## src/rtl/mp_add_seq_pkg.sv

```systemverilog
// rtl/mp_add_seq_pkg.sv - shared slice width and state encoding for mp_add_seq
package mp_add_seq_pkg;

  localparam int W = 16;

  typedef logic [1:0] state_t;

  localparam state_t ST_IDLE = 2'b00;
  localparam state_t ST_RUN  = 2'b01;
  localparam state_t ST_DONE = 2'b10;

endpackage

```

## src/rtl/mp_add_seq_if.sv

```systemverilog
// rtl/mp_add_seq_if.sv - start/busy/done operand and result bundle for mp_add_seq
interface mp_add_seq_if
  import mp_add_seq_pkg::*;
#(
  parameter int NWORDS = 4
);

  localparam int N = W * NWORDS;

  logic         start;
  logic         sub;
  logic [N-1:0] A;
  logic [N-1:0] B;
  logic         busy;
  logic         done;
  logic [N-1:0] S;
  logic         C_out;
  logic         Ofl;

  modport master (
    output start, sub, A, B,
    input  busy, done, S, C_out, Ofl
  );

  modport slave (
    input  start, sub, A, B,
    output busy, done, S, C_out, Ofl
  );

endinterface

```

## src/rtl/mp_add_seq_rca_16b.sv

```systemverilog
// rtl/mp_add_seq_rca_16b.sv - purely combinational 16-bit ripple-carry adder slice
module rca_16b
  import mp_add_seq_pkg::*;
(
  input  logic [W-1:0] A,
  input  logic [W-1:0] B,
  input  logic         C_in,
  output logic [W-1:0] S,
  output logic         C_out
);

  always_comb begin
    logic cy;
    cy = C_in;
    S  = '0;
    for (int i = 0; i < W; i++) begin
      S[i] = A[i] ^ B[i] ^ cy;
      cy   = (A[i] & B[i]) | (cy & (A[i] ^ B[i]));
    end
    C_out = cy;
  end

endmodule

```

## src/rtl/mp_add_seq.sv

```systemverilog
// rtl/mp_add_seq.sv - word-serial N-bit add/subtract over one shared rca_16b slice
module mp_add_seq
  import mp_add_seq_pkg::*;
#(
  parameter int NWORDS = 4
) (
  input  logic         clk,
  input  logic         rst,
  mp_add_seq_if.slave  bus
);

  localparam int N  = W * NWORDS;
  localparam int IW = $clog2(NWORDS);
  localparam logic [IW-1:0] LAST = IW'(NWORDS - 1);

  state_t          state;
  state_t          next_state;
  logic [IW-1:0]   idx;
  logic            carry;
  logic [N-1:0]    op_a;
  logic [N-1:0]    op_b;
  logic [N-1:0]    s_q;
  logic            c_out_q;
  logic            ofl_q;

  logic            accept;
  logic            run_en;
  logic            last_word;
  logic [W-1:0]    word_a;
  logic [W-1:0]    word_b;
  logic [W-1:0]    sum;
  logic            slice_c;

  assign word_a = op_a[idx*W +: W];
  assign word_b = op_b[idx*W +: W];

  rca_16b u_slice (
    .A     (word_a),
    .B     (word_b),
    .C_in  (carry),
    .S     (sum),
    .C_out (slice_c)
  );

  always_comb begin
    next_state = state;
    accept     = 1'b0;
    run_en     = 1'b0;
    last_word  = (idx == LAST);
    case (state)
      ST_IDLE: begin
        if (bus.start) begin
          accept     = 1'b1;
          next_state = ST_RUN;
        end
      end
      ST_RUN: begin
        run_en = 1'b1;
        if (last_word) next_state = ST_DONE;
      end
      ST_DONE: next_state = ST_IDLE;
      default: next_state = ST_IDLE;
    endcase
  end

  always_ff @(posedge clk or posedge rst) begin
    if (rst) begin
      state   <= ST_IDLE;
      idx     <= '0;
      carry   <= 1'b0;
      op_a    <= '0;
      op_b    <= '0;
      s_q     <= '0;
      c_out_q <= 1'b0;
      ofl_q   <= 1'b0;
    end else begin
      state <= next_state;
      // Subtraction is A + ~B + 1: the +1 rides in on the initial carry.
      if (accept) begin
        op_a  <= bus.A;
        op_b  <= bus.sub ? ~bus.B : bus.B;
        carry <= bus.sub;
        idx   <= '0;
      end
      if (run_en) begin
        s_q[idx*W +: W] <= sum;
        carry           <= slice_c;
        if (last_word) begin
          c_out_q <= slice_c;
          ofl_q   <= (op_a[N-1] == op_b[N-1]) & (sum[W-1] != op_a[N-1]);
        end else begin
          idx <= idx + 1'b1;
        end
      end
    end
  end

  always_comb begin
    bus.busy = (state == ST_RUN) || (state == ST_DONE);
    bus.done = (state == ST_DONE);
  end

  assign bus.S     = s_q;
  assign bus.C_out = c_out_q;
  assign bus.Ofl   = ofl_q;

endmodule

```

## src/flat_wrapper.sv

```systemverilog
// flat-port wrapper written by rule: the top's interface ports become plain ports
module mp_add_seq_flat import mp_add_seq_pkg::*;
#(
  parameter int NWORDS = 4
)
  (clk, rst, bus_start, bus_sub, bus_A, bus_B, bus_busy, bus_done, bus_S, bus_C_out, bus_Ofl);
  mp_add_seq_if #(.NWORDS(NWORDS)) bus_i ();
  input  logic clk;
  input  logic rst;
  input wire logic [$bits(bus_i.start)-1:0] bus_start;
  input wire logic [$bits(bus_i.sub)-1:0] bus_sub;
  input wire logic [$bits(bus_i.A)-1:0] bus_A;
  input wire logic [$bits(bus_i.B)-1:0] bus_B;
  output wire logic [$bits(bus_i.busy)-1:0] bus_busy;
  output wire logic [$bits(bus_i.done)-1:0] bus_done;
  output wire logic [$bits(bus_i.S)-1:0] bus_S;
  output wire logic [$bits(bus_i.C_out)-1:0] bus_C_out;
  output wire logic [$bits(bus_i.Ofl)-1:0] bus_Ofl;
  assign bus_i.start = bus_start;
  assign bus_i.sub = bus_sub;
  assign bus_i.A = bus_A;
  assign bus_i.B = bus_B;
  assign bus_busy = bus_i.busy;
  assign bus_done = bus_i.done;
  assign bus_S = bus_i.S;
  assign bus_C_out = bus_i.C_out;
  assign bus_Ofl = bus_i.Ofl;
  mp_add_seq #(.NWORDS(NWORDS)) u_core (.clk(clk), .rst(rst), .bus(bus_i));
endmodule
```

## config.mk

```make
export PLATFORM = sky130hd
export DESIGN_NAME = mp_add_seq_flat
export DESIGN_NICKNAME = d
export VERILOG_FILES = /design/src/rtl/mp_add_seq_pkg.sv /design/src/rtl/mp_add_seq_if.sv /design/src/rtl/mp_add_seq_rca_16b.sv /design/src/rtl/mp_add_seq.sv /design/src/flat_wrapper.sv
export SDC_FILE = /design/constraint.sdc
export NUM_CORES = 1
export LEC_CHECK = 0
export BUFFER_PORTS_ARGS = -buffer_cell sky130_fd_sc_hd__buf_2
export CAP_MARGIN = 20
export CORE_MARGIN = 1.5
export CORE_UTILIZATION = 55
export CTS_CLUSTER_DIAMETER = 100
export DETAILED_ROUTE_END_ITERATION = 10
export PLACE_DENSITY = 0.91
export SYNTH_ARGS = -nofsm -noshare
export SYNTH_HDL_FRONTEND = slang
export SYNTH_SLANG_ARGS = --single-unit
export TNS_END_PERCENT = 50
```

## constraint.sdc

```tcl
create_clock -name clk -period 7.8 [get_ports clk]
set_clock_uncertainty 0.05 [all_clocks]
set_input_delay 0 -clock clk [delete_from_list [all_inputs] [get_ports clk]]
set_output_delay 0 -clock clk [all_outputs]
set_load 0.01 [all_outputs]
```

# Word level (Yosys, flattened, before mapping)
# Index checks and enable logic that the tools add are counted.
[classes]
add_sub_neg = 2
n_eq_ne = 7
shift = 4
n_mux = 13
bitwise_logic = 82
n_reduce_logical = 5
[ops]
columns = ["operator", "count"]
rows = [
  ["$shiftx 64x7->16", 2],
  ["$bwmux 64", 1],
  ["$mux 64", 1],
  ["$not 64->64", 1],
  ["$shift 16x34->64 const A", 1],
  ["$shiftx 16x34->64", 1],
  ["$neg 6->34", 1],
  ["$and 1x1->1", 33],
  ["$xor 1x1->1", 32],
  ["$or 1x1->1", 16],
  ["$mux 2", 5],
  ["$mux 1", 5],
  ["$eq 2x2->1 const B", 2],
  ["$pmux 2 s2", 1],
  ["$reduce_and 2->1", 2],
  ["$add 2x1->2 const B", 1],
  ["$eq 2x1->1 const B", 1],
  ["$logic_not 2->1", 1],
  ["$ne 2x1->1 const B", 1],
  ["$ne 2x2->1 const B", 1],
  ["$reduce_bool 2->1", 1],
  ["$eq 1x1->1", 1],
  ["$logic_or 1x1->1", 1],
  ["$ne 1x1->1", 1],
]
[totals]
reg_bits = 199
inputBits = 132
output_inout_bits = 68
elab_cells = 121

# Longest topological paths before layout
# Gate-level depths: netlist (run 1).
[depth]
ltp_word = 35
ltp_mapped = 28
depth_no_buf = 26

# Hierarchy
# A second synthesis (run 1) with hierarchy kept.
[hier_totals]
hier_cells = 670
hier_area_um2 = 9082.5
[modules_own_cells]
columns = ["mod", "instances", "cells_per_inst", "area_per_inst_um2", "seq_area_each_um2"]
rows = [
  ["mp_add_seq", 1, 644, 8724.6, 4979.8],
  ["rca_16b", 1, 26, 357.8, 0.0],
]

# Worst setup path after synthesis (run 1)
# OpenSTA, ideal clock, no wires.
[synth_path]
path_kind = "reg-to-reg"
start = "register u_core.idx[1]"
end = "register u_core.ofl_q, in the netlist u_core.bus.Ofl"
setup_time_ps = 83
arrival_ps = 6406
required_time_ps = 7667
slack_ps = 1261
stages_incl_launch_ff = 29
path_buffers = 2
period_less_slack_ps = 6539
cell_sequence = "dfrtp_1 > buf_2 > clkbuf_1 > mux4_2 > inv_1 > fa_1 > fa_1 > fa_1 > fa_1 > inv_1 > fa_1 > fa_1 > inv_1 > fa_1 > fa_1 > fa_1 > inv_1 > fa_1 > fa_1 > fa_1 > inv_1 > fa_1 > inv_1 > fa_1 > fa_1 > fa_1 > and3b_1 > a21oi_1 > o21ai_0"
[synth_via]
elab_chain_cells = 35
word_cells_on_any_way = 68
classes_between = "eq/ne: 2; shift: 2; bitwise: 63; reduce/logical: 1"
[synth_lines]
columns = ["element", "line_no", "source"]
rows = [
  ["start: declaration", "mp_add_seq.sv:18", "logic [IW-1:0] idx;"],
  ["start signal: assignment", "mp_add_seq.sv:92", "idx <= idx + 1'b1;"],
  ["$shiftx 64x7->16, on equally long branches", "mp_add_seq.sv:34, mp_add_seq.sv:35", ""],
  ["$xor 1x1->1", "mp_add_seq_rca_16b.sv:18", "cy = (A[i] & B[i]) | (cy & (A[i] ^ B[i]));"],
  ["$and 1x1->1", "mp_add_seq_rca_16b.sv:18", ""],
  ["$or 1x1->1", "mp_add_seq_rca_16b.sv:18", ""],
  ["$and 1x1->1", "mp_add_seq_rca_16b.sv:18", ""],
  ["$or 1x1->1", "mp_add_seq_rca_16b.sv:18", ""],
  ["$and 1x1->1", "mp_add_seq_rca_16b.sv:18", ""],
  ["$or 1x1->1", "mp_add_seq_rca_16b.sv:18", ""],
  ["[19 not listed]", "-", ""],
  ["$or 1x1->1", "mp_add_seq_rca_16b.sv:18", ""],
  ["$and 1x1->1", "mp_add_seq_rca_16b.sv:18", ""],
  ["$or 1x1->1", "mp_add_seq_rca_16b.sv:18", ""],
  ["$and 1x1->1", "mp_add_seq_rca_16b.sv:18", ""],
  ["$or 1x1->1", "mp_add_seq_rca_16b.sv:18", ""],
  ["$xor 1x1->1", "mp_add_seq_rca_16b.sv:17", "S[i] = A[i] ^ B[i] ^ cy;"],
  ["$ne 1x1->1", "mp_add_seq.sv:90", "ofl_q <= (op_a[N-1] == op_b[N-1]) & (sum[W-1] != op_a[N-1]);"],
  ["$and 1x1->1", "mp_add_seq.sv:90", ""],
  ["end signal: assignment", "mp_add_seq.sv:90", ""],
  ["end: declaration", "mp_add_seq.sv:24", "logic ofl_q;"],
]
# Several ways; a longest one is shown, not always the timed one.
# A chain may end at the register's enable or synchronous reset.

# Worst setup path in the final report (run 1)
[layout_path]
start = "register u_core.idx[0]"
end = "register u_core.ofl_q, in the netlist u_core.bus.Ofl"
# Same word-level chain as after synthesis.

==> impl_metrics.tcl, run 1 <==
set metrics [dict create \
    status "complete, no violations" \
    worstPathArrival_ns 7.43 \
    powerDensity_nw_per_um2 423 \
    io_pins 200 \
    end_kind "flop" \
    insertion_delay_ns 0.44 \
    synth_top_area_share_pct 54.4 \
    synth_area_um2 9160 \
    cts_root_buffer "clkbuf_16" \
    grt_pass1_vias 7659 \
    r2r_setup_slack_ns 0.63 \
    grt_usage_pct 32.7 \
    dpl.hpwl_um 15700 \
    ys_ff_latch 199 \
    r2r-end "u_core.bus.Ofl" \
    grt_max_degree 123 \
    power.leakage_nw 5.69 \
    combPwrFrac_pct 48.6 \
    grt_antenna_before_repair 1 \
    cp.required_ns 8.06 \
    slew_viol_final 0 \
    grt_pass1_wl_um 42800 \
    avgSynthCellArea_um2 12.8 \
    cts-buffers-inserted 17 \
    firstDrtPassIters 5 \
    netlist_top_cells_area "dfrtp_1, mux2_2, mux4_2, xnor2_1, o21ai_0" \
    wl_um 27300 \
    chipHeight_um 132 \
    synthTopCellsByCount "dfrtp_1, nand2_1, o21ai_0, mux2_2, xnor2_1" \
    crit_top_cell "fa_1" \
    synth.distinct_cells 30 \
    critPathMaxFanout 20 \
    crit_type "flop to flop" \
    syn_nets 875 \
    viasPerCell 5.79 \
    ir_drop_v 0.000408 \
    drt_iter0_drc 548 \
    power_mw 5.12 \
    setup_tns_ns 0 \
    max-clock-path-buffers 2 \
    critPathSlowestCell "dfrtp_2" \
    nNetsFinal 1183 \
    place.port_buffers 199 \
    yosys_warnings 0 \
    switching_share_pct 41.5 \
    synth_most_common_cell "dfrtp_1" \
    cts.sinks 199 \
    clk_pin_slew_ns 0.07 \
    htreeDepth 4 \
    hold_slack_ns 0.196 \
    wl_per_cell_um 21.7 \
    antenna_left 0 \
    core_um2 16100 \
    postCtsResizedCells 0 \
    p_clk_share_pct 16.3 \
    num_vias 7264 \
    place_inst 1092 \
    reg2reg_depth 26 \
    critPathMaxStageDelay_ns 0.71 \
    drive_above_1_share_pct 33.6 \
    fin_crit_ns 7.17 \
    rows 46 \
    cts_tree "built" \
    max_cap_viol_count 0 \
    worst_pin_slew_ns 1.04 \
    ys.flop_type "dfrtp_1" \
    dieArea_um2 17400 \
    netlist_instances 717 \
    setup_violations 0 \
    relSlewSlack_pct 30.7 \
    r2r-start "u_core.idx[0]" \
    initial_core_util_pct 57.0 \
    gp_congestion 0.813 \
    finalCritPeriodShare_pct 92.0 \
    synth.largest_area_cell "dfrtp_1" \
    synth_edf_count 0 \
    internal_power_mw 3.00 \
    async_flop_share_pct 100 \
    power_frac_seq_pct 35.1 \
    grt-ovfl-total 0 \
    switchingPower_mw 2.13 \
    die_x_um 132 \
    rsz0062_at_grt "false" \
    hold_path.class "input pin to async pin" \
    start_kind "flop" \
    ys_seq_area_share_pct 54.4 \
    drc 0 \
    hold_violations 0 \
    max_freq_mhz 139 \
    synthToLayoutAreaGrowth_pct 32.3 \
    stdcell_count 1254 \
]
==> critical path, delay by kind of cell (launching register included) <==
kind | cells | cell delay, ns
fa+ha+maj | 16 | 4.86
flops | 1 | 0.71
mux | 1 | 0.57
buf+inv | 6 | 0.45
simple gates | 1 | 0.21
compound gates | 2 | 0.20
==> worst max-delay path by stage <==
| stage | startpoint | to | cells after the start |
|---|---|---|---|
| after global placement | u_core.idx[0] | u_core.bus.Ofl | 26 |
| after detailed placement | u_core.idx[0] | u_core.bus.Ofl | 26 |
| after floorplan | u_core.idx[1] | u_core.bus.Ofl | 28 |
| after global routing | u_core.idx[0] | u_core.bus.Ofl | 26 |
| final | u_core.idx[0] | u_core.bus.Ofl | 26 |
| after CTS | u_core.idx[0] | u_core.bus.Ofl | 26 |
==> placed cells by master (no fill, tap or decap), drive strengths merged <==
| cell | count |
|---|---|
| a21oi | 1 |
| a22o | 32 |
| and2b | 1 |
| and3b | 1 |
| and4 | 2 |
| and4b | 1 |
| buf | 205 |
| clkbuf | 22 |
| clkinv | 4 |
| clkinvlp | 4 |
| dfrtp | 199 |
| diode | 1 |
| dlygate4sd3 | 130 |
| fa | 16 |
| ha | 10 |
| inv | 28 |
| mux2 | 66 |
| mux2i | 2 |
| mux4 | 32 |
| nand2 | 107 |
| nand4 | 2 |
| nand4b | 1 |
| nor2 | 2 |
| nor2b | 3 |
| nor4b | 1 |
| o21ai | 99 |
| o22a | 1 |
| or4b | 1 |
| xnor2 | 64 |
==> state kept, by name (all words and copies together) (netlist names) <==
register	cells
u_core.bus.S	64
u_core.op_a	64
u_core.op_b	64
u_core.idx	2
u_core.state	2
u_core.bus.C_out	1
u_core.bus.Ofl	1
u_core.carry	1
==> metrics by stage <==
stage / instance area (µm²) / setup slack, ns / util [%]
after floorplan: 9160 / 1.26 / -
after global placement: 10300 / 1.09 / 63.9
after detailed placement: 10300 / 0.792 / 63.9
after CTS: 12100 / 0.747 / 75.4
after global routing: 12100 / 0.285 / 75.5
final: 12100 / 0.628 / 75.5
==> power groups by stage <==
stage	clock (mW)	sequential (mW)	combinational (mW)
after floorplan	0	1.68	1.62
after global placement	0	1.73	2.27
after detailed placement	0	1.76	2.37
after CTS	0.828	1.75	2.43
after global routing	0.890	1.83	2.67
final	0.837	1.80	2.49
==> metal layers <==
| metal | track usage, % | routed length (µm) | part of all wire (%) |
|---|---|---|---|
| met5 | 0 | 0 | 0 |
| met4 | 23.0 | 1910 | 7.0 |
| met3 | 5.92 | 1840 | 6.7 |
| met2 | 54.6 | 13800 | 51 |
| met1 | 38.5 | 9730 | 36 |
==> layout make-up <==
cell class	count	area, µm²
clock buffers	22	484
repair buffers	335	2340
flip-flops and latches	199	4980
clock inverters	9	70.1
inverters	27	109
well taps	216	270
multi-input cells	445	3850
fillers	946	3940
diodes	1	2.50
==> repair_timing <==
item	4_1_cts	5_1_grt
hold endpoints to repair	250	0
buffers inserted	0	0
hold buffers	130	0
==> kinds of logic (layout without fill, tap and decap cells) <==
kind of cell / Yosys count / in the layout / synth area share, %
adders and majority gates: 26 / 26 / 4.86
muxes: 100 / 100 / 16.2
AOI/OAI and AO/OA: 133 / 133 / 8.95
and+or+nand+nor: 122 / 122 / 5.87
other: 0 / 1 / 0
DFF: 199 / 199 / 54.4
buffers and inverters: 73 / 393 / 3.62
xor gates and xnor gates: 64 / 64 / 6.12
Note: power is estimated with default switching activity, not from simulation.
==> run 2, diff against run 1 <==
--- a/config.mk
+++ b/config.mk
@@ -5,10 +5,11 @@
 export SDC_FILE = /design/constraint.sdc
 export NUM_CORES = 1
 export LEC_CHECK = 0
+export ABC_AREA = 1
 export BUFFER_PORTS_ARGS = -buffer_cell sky130_fd_sc_hd__buf_2
 export CAP_MARGIN = 20
 export CORE_MARGIN = 1.5
-export CORE_UTILIZATION = 55
+export CORE_UTILIZATION = 56
 export CTS_CLUSTER_DIAMETER = 100
 export DETAILED_ROUTE_END_ITERATION = 10
 export PLACE_DENSITY = 0.91
==> run 2 against run 1 <==
- clock power grew 11%
- maximum frequency shrank 2.4%
- design area grew 7.1%
- first-iteration DRC count grew to 2.6 times the previous value
- synthesized area grew 8.8%
- setup slack lost 0.17 ns
- final cell count grew 41%
- clock-buffer cell count grew 1
- global-route usage grew 4.6 points
==> impl_metrics.tcl, run 2 <==
set metrics [dict create \
    worstPathArrival_ns 7.68 \
    cts.sinks 199 \
    insertion_delay_ns 0.45 \
    hold_violations 0 \
    hold_buffers 145 \
    drive_above_1_share_pct 16.3 \
    r2r-end "u_core.bus.Ofl" \
    drc 0 \
    avgSynthCellArea_um2 8.13 \
    synthToLayoutAreaGrowth_pct 30.2 \
    switchingPower_mw 2.52 \
    place.port_buffers 199 \
    synth_edf_count 0 \
    worst_pin_slew_ns 1.01 \
    synthTopCellsByCount "nand2_1, dfrtp_1, o21ai_0, xor2_1, nand3_1" \
    grt_max_degree 135 \
    dieArea_um2 18600 \
    switching_share_pct 45.5 \
    max_cap_viol_count 0 \
    combPwrFrac_pct 49.4 \
    post-route-util_pct 74.8 \
    ys_seq_area_share_pct 50.0 \
    power.leakage_nw 6.98 \
    cts_tree "built" \
    grt_pass1_vias 10100 \
    slew_viol_final 0 \
    ir_drop_v 0.000238 \
    grt_antenna_before_repair 0 \
    nNetsFinal 1687 \
    syn_nets 1384 \
    postCtsResizedCells 0 \
    synth.distinct_cells 25 \
    synth.largest_area_cell "dfrtp_1" \
    die_x_um 136 \
    firstDrtPassIters 6 \
    internal_power_mw 3.02 \
    p_clk_share_pct 16.8 \
    crit_type "flop to flop" \
    netlist_instances 1226 \
    viasPerCell 5.72 \
    fin_crit_ns 7.35 \
    htreeDepth 4 \
    num_vias 10100 \
    hold_path.class "input pin to async pin" \
    grt-ovfl-total 0 \
    synth_most_common_cell "nand2_1" \
    gp_congestion 0.900 \
    netlist_top_cells_area "dfrtp_1, nand2_1, xor2_1, o21ai_0, fa_1" \
    setup_violations 0 \
    wl_per_cell_um 18.9 \
    io_pins 200 \
    chipHeight_um 136 \
    power_frac_seq_pct 33.8 \
    cts-buffers-inserted 17 \
    rows 48 \
    core_um2 17400 \
    setup_tns_ns 0 \
    synth_top_area_share_pct 50.0 \
    powerDensity_nw_per_um2 427 \
    r2r_setup_slack_ns 0.45 \
    grt_usage_pct 37.3 \
    yosys_warnings 0 \
    wl_um 33400 \
    power_mw 5.54 \
    ys.flop_type "dfrtp_1" \
    final_cell_mix "nand2_1, buf_2, dfrtp_1, dlygate4sd3_1, o21ai_0" \
    dpl.hpwl_um 18800 \
    ys_ff_latch 199 \
    start_kind "flop" \
    initial_core_util_pct 57.4 \
    drt_iter0_drc 1444 \
    max-clock-path-buffers 2 \
    cts_setup_buffers 0 \
    n_antenna_cell 0 \
    status "complete, no violations" \
    cp.required_ns 8.13 \
    critPathMaxStageDelay_ns 0.63 \
    synth_area_um2 9970 \
    end_kind "flop" \
    critPathMaxFanout 28 \
    rsz0062_at_grt "false" \
    grt_pass1_wl_um 52300 \
    finalCritPeriodShare_pct 94.2 \
    async_flop_share_pct 100 \
    antenna_left 0 \
    cts_root_buffer "clkbuf_16" \
    layout_commonest_cell "nand2_1" \
    clk_pin_slew_ns 0.06 \
    relSlewSlack_pct 32.9 \
    reg2reg_depth 30 \
    max_freq_mhz 136 \
    r2r-start "u_core.idx[0]" \
    crit_top_cell "fa_1" \
    critPathSlowestCell "dfrtp_4" \
]
==> run 2: routing by layer <==
| metal | vias up | part of all wire, % | wire length (µm) | global-route usage [%] |
|---|---|---|---|---|
| met3 | 185 | 11 | 3540 | 8.31 |
| met5 | - | 0 | 0 | 0 |
| met4 | 0 | 5.7 | 1910 | 21.6 |
| met2 | 846 | 48 | 15900 | 60.8 |
| li1 | 4379 | - | - | - |
| met1 | 4692 | 36 | 12000 | 45.8 |
==> run 2: cells by family after synthesis <==
kind of cell,after synthesis,share of synthesized area [%]
buf+inv,115,6.10
fa+ha+maj,26,4.47
compound gates,93,4.87
flops,199,50.0
simple gates,729,29.0
xor+xnor,64,5.62
==> run 2: worst max path at each step <==
| stage | slack, ns | cells after the start | start | to |
|---|---|---|---|---|
| 2_1_floorplan | 1.53 | 32 | u_core.idx[0] | u_core.bus.Ofl |
| 3_3_place_gp | 0.92 | 29 | u_core.idx[0] | u_core.bus.S[15] |
| 3_5_place_dp | 0.73 | 29 | u_core.idx[0] | u_core.bus.S[15] |
| 4_1_cts | 0.70 | 29 | u_core.idx[0] | u_core.bus.S[15] |
| 5_1_grt | 0.12 | 30 | u_core.idx[0] | u_core.bus.Ofl |
| 6_report | 0.45 | 30 | u_core.idx[0] | u_core.bus.Ofl |
==> run 2: stage by stage <==
stage / hold WS, ns / cell area (µm²) / std cells / setup WS [ns]
floorplan: 0.0596 / 9970 / 1226 / 1.53
global placement: 0.146 / 10900 / 1590 / 0.916
detailed placement: 0.150 / 10900 / 1590 / 0.735
CTS: 0.233 / 13000 / 1767 / 0.697
global route: 0.270 / 13000 / 1767 / 0.119
finish: 0.238 / 13000 / 1767 / 0.453
==> run 2: area by class of cell <==
| class | instances | area [µm²] |
|---|---|---|
| Clock buffer | 23 | 478 |
| Clock inverter | 9 | 141 |
| Fill cell | 1036 | 4380 |
| Inverter | 46 | 193 |
| Multi-Input combinational cell | 912 | 4380 |
| Sequential cell | 199 | 4980 |
| Tap cell | 225 | 282 |
| Timing Repair Buffer | 353 | 2520 |
==> run 2: critical path: cells and delay by family (launching register included) <==
| family | cells | cell delay [ns] |
|---|---|---|
| flops | 1 | 0.63 |
| simple gates | 7 | 0.65 |
| fa+ha+maj | 16 | 4.89 |
| buf+inv | 7 | 1.05 |
==> run 2: power by group through the flow <==
| stage | clock [mW] | combinational (mW) | sequential (mW) |
|---|---|---|---|
| final | 0.931 | 2.74 | 1.87 |
| after global placement | 0 | 2.34 | 1.82 |
| after global routing | 0.971 | 3.02 | 1.89 |
| after floorplan | 0 | 1.74 | 1.78 |
| after CTS | 0.921 | 2.58 | 1.83 |
| after detailed placement | 0 | 2.44 | 1.84 |
==> run 3, diff against run 2 <==
--- a/config.mk
+++ b/config.mk
@@ -6,7 +6,7 @@
 export NUM_CORES = 1
 export LEC_CHECK = 0
 export ABC_AREA = 1
-export BUFFER_PORTS_ARGS = -buffer_cell sky130_fd_sc_hd__buf_2
+export BUFFER_PORTS_ARGS = -buffer_cell sky130_fd_sc_hd__buf_4
 export CAP_MARGIN = 20
 export CORE_MARGIN = 1.5
 export CORE_UTILIZATION = 56
==> run 3 against run 2 <==
- power is 0.86% higher
- largest cell class unchanged
- flip-flop and latch count stayed put
- combinational power is 4% higher
- largest power group unchanged
- final cell count is 0.17% higher
- critical endpoint is now u_core.bus.S[15]
==> impl_metrics.tcl, run 3 (synthesis results as in run 2) <==
set metrics [dict create \
    status "complete, no violations" \
    layout_commonest_cell "nand2_1" \
    cts.sinks 199 \
    power.leakage_nw 7.08 \
    setup_violations 0 \
    chipHeight_um 136 \
    grt_max_degree 123 \
    wl_um 34000 \
    cts_tree "built" \
    antenna_left 0 \
    r2r-start "u_core.idx[0]" \
    worst_pin_slew_ns 1.00 \
    io_pins 200 \
    finalCritPeriodShare_pct 94.8 \
    nNetsFinal 1689 \
    power_mw 5.59 \
    pre_cts_slack_ns 0.730 \
    post-route-util_pct 77.5 \
    cts-buffers-inserted 17 \
    relSlewSlack_pct 33.2 \
    cp.required_ns 8.09 \
    final_cell_mix "nand2_1, buf_4, dfrtp_1, dlygate4sd3_1, o21ai_0" \
    insertion_delay_ns 0.45 \
    n_fill_cell 1007 \
    critPathMaxStageDelay_ns 0.62 \
    worst_slack_ns 0.406 \
    die_x_um 136 \
    cp-startpoint "u_core.idx[0]" \
    hold_path.class "input pin to async pin" \
    grt-ovfl-total 0 \
    drive_above_1_share_pct 16.3 \
    num_vias 10200 \
    firstDrtPassIters 9 \
    dpl.hpwl_um 19100 \
    cts_setup_buffers 0 \
    rows 48 \
    setup_tns_ns 0 \
    grt_usage_pct 38.0 \
    crit_path_end "u_core.bus.S[15]" \
    max-clock-path-buffers 2 \
    fin_crit_ns 7.39 \
    initial_core_util_pct 57.4 \
    powerDensity_nw_per_um2 415 \
    viasPerCell 5.75 \
    clk_pin_slew_ns 0.07 \
    max_freq_mhz 135 \
    drt_iter0_drc 1613 \
    cts_root_buffer "clkbuf_16" \
    hold_slack_ns 0.238 \
    critPathMaxFanout 32 \
    postCtsResizedCells 0 \
    reg2reg_depth 29 \
    htreeDepth 4 \
    max_cap_viol_count 0 \
    drc 0 \
    gp_congestion 0.895 \
    r2r-end "u_core.bus.S[15]" \
    grt_antenna_before_repair 2 \
    r2r_setup_slack_ns 0.41 \
    slew_viol_final 0 \
    ir_drop_v 0.000341 \
    crit_type "flop to flop" \
    place.port_buffers 199 \
    dieArea_um2 18600 \
    worstPathArrival_ns 7.68 \
    critPathSlowestCell "dfrtp_4" \
    grt_pass1_vias 10200 \
    core_um2 17400 \
    end_kind "flop" \
    start_kind "flop" \
    rsz0062_at_grt "false" \
    wl_per_cell_um 19.2 \
    crit_top_cell "fa_1" \
    grt_pass1_wl_um 53100 \
    hold_violations 0 \
    synthToLayoutAreaGrowth_pct 35.0 \
]
==> run 3: metal layers <==
| layer | vias to the layer above | wire length [µm] | track usage (%) |
|---|---|---|---|
| li1 | 4393 | - | - |
| met1 | 4717 | 12100 | 45.6 |
| met2 | 825 | 15900 | 61.3 |
| met3 | 240 | 3600 | 9.32 |
| met4 | 0 | 2390 | 24.3 |
| met5 | - | 0 | 0 |
==> run 3: worst max-delay path, delay by kind of cell, from the launching register on <==
kind	cells	cell delay, ns
adders and majority gates	16	4.97
buffers and inverters	7	1.08
and+or+nand+nor	6	0.54
DFF	1	0.62
==> run 3: timing repair <==
| action | 4_1_cts | 5_1_grt |
|---|---|---|
| hold buffers | 148 | 0 |
| setup endpoints to repair | 0 | 0 |
| hold endpoints to repair | 251 | 0 |
==> run 3: worst min path at each step <==
stage                     startpoint         endpoint  slack [ns]  cells after the start
after global routing       bus_A[33]  u_core.op_a[33]        0.27                      4
final                            rst  u_core.bus.S[9]        0.24                      3
after CTS                  bus_A[34]  u_core.op_a[34]        0.24                      4
after global placement     bus_A[30]  u_core.op_a[30]        0.15                      3
after floorplan             bus_A[0]   u_core.op_a[0]        0.06                      2
after detailed placement   bus_A[34]  u_core.op_a[34]        0.15                      3
==> run 3: final cells by class <==
cell class	count	area [µm²]	share of cell area, %
Timing Repair Buffer	355	3040	22.6
Clock buffer	22	474	3.53
Antenna cell	2	5.00	0.0372
Inverter	46	193	1.43
Sequential cell	199	4980	37.1
Multi-Input combinational cell	912	4380	32.6
Clock inverter	9	95.1	0.707
Tap cell	225	282	2.09
==> run 3: power by group <==
group	leakage, nW	switching, mW	internal [mW]	total, mW
registers	2.56	0.368	1.50	1.87
clock network	0.277	0.395	0.467	0.862
logic	4.25	1.77	1.08	2.85
total	7.08	2.54	3.05	5.59
==> run 3: metrics by stage <==
stage               area (µm²)  cells
CTS                      13400   1768
finish                   13500   1770
floorplan                 9970   1226
global placement         11400   1589
detailed placement       11400   1589
global route             13500   1770
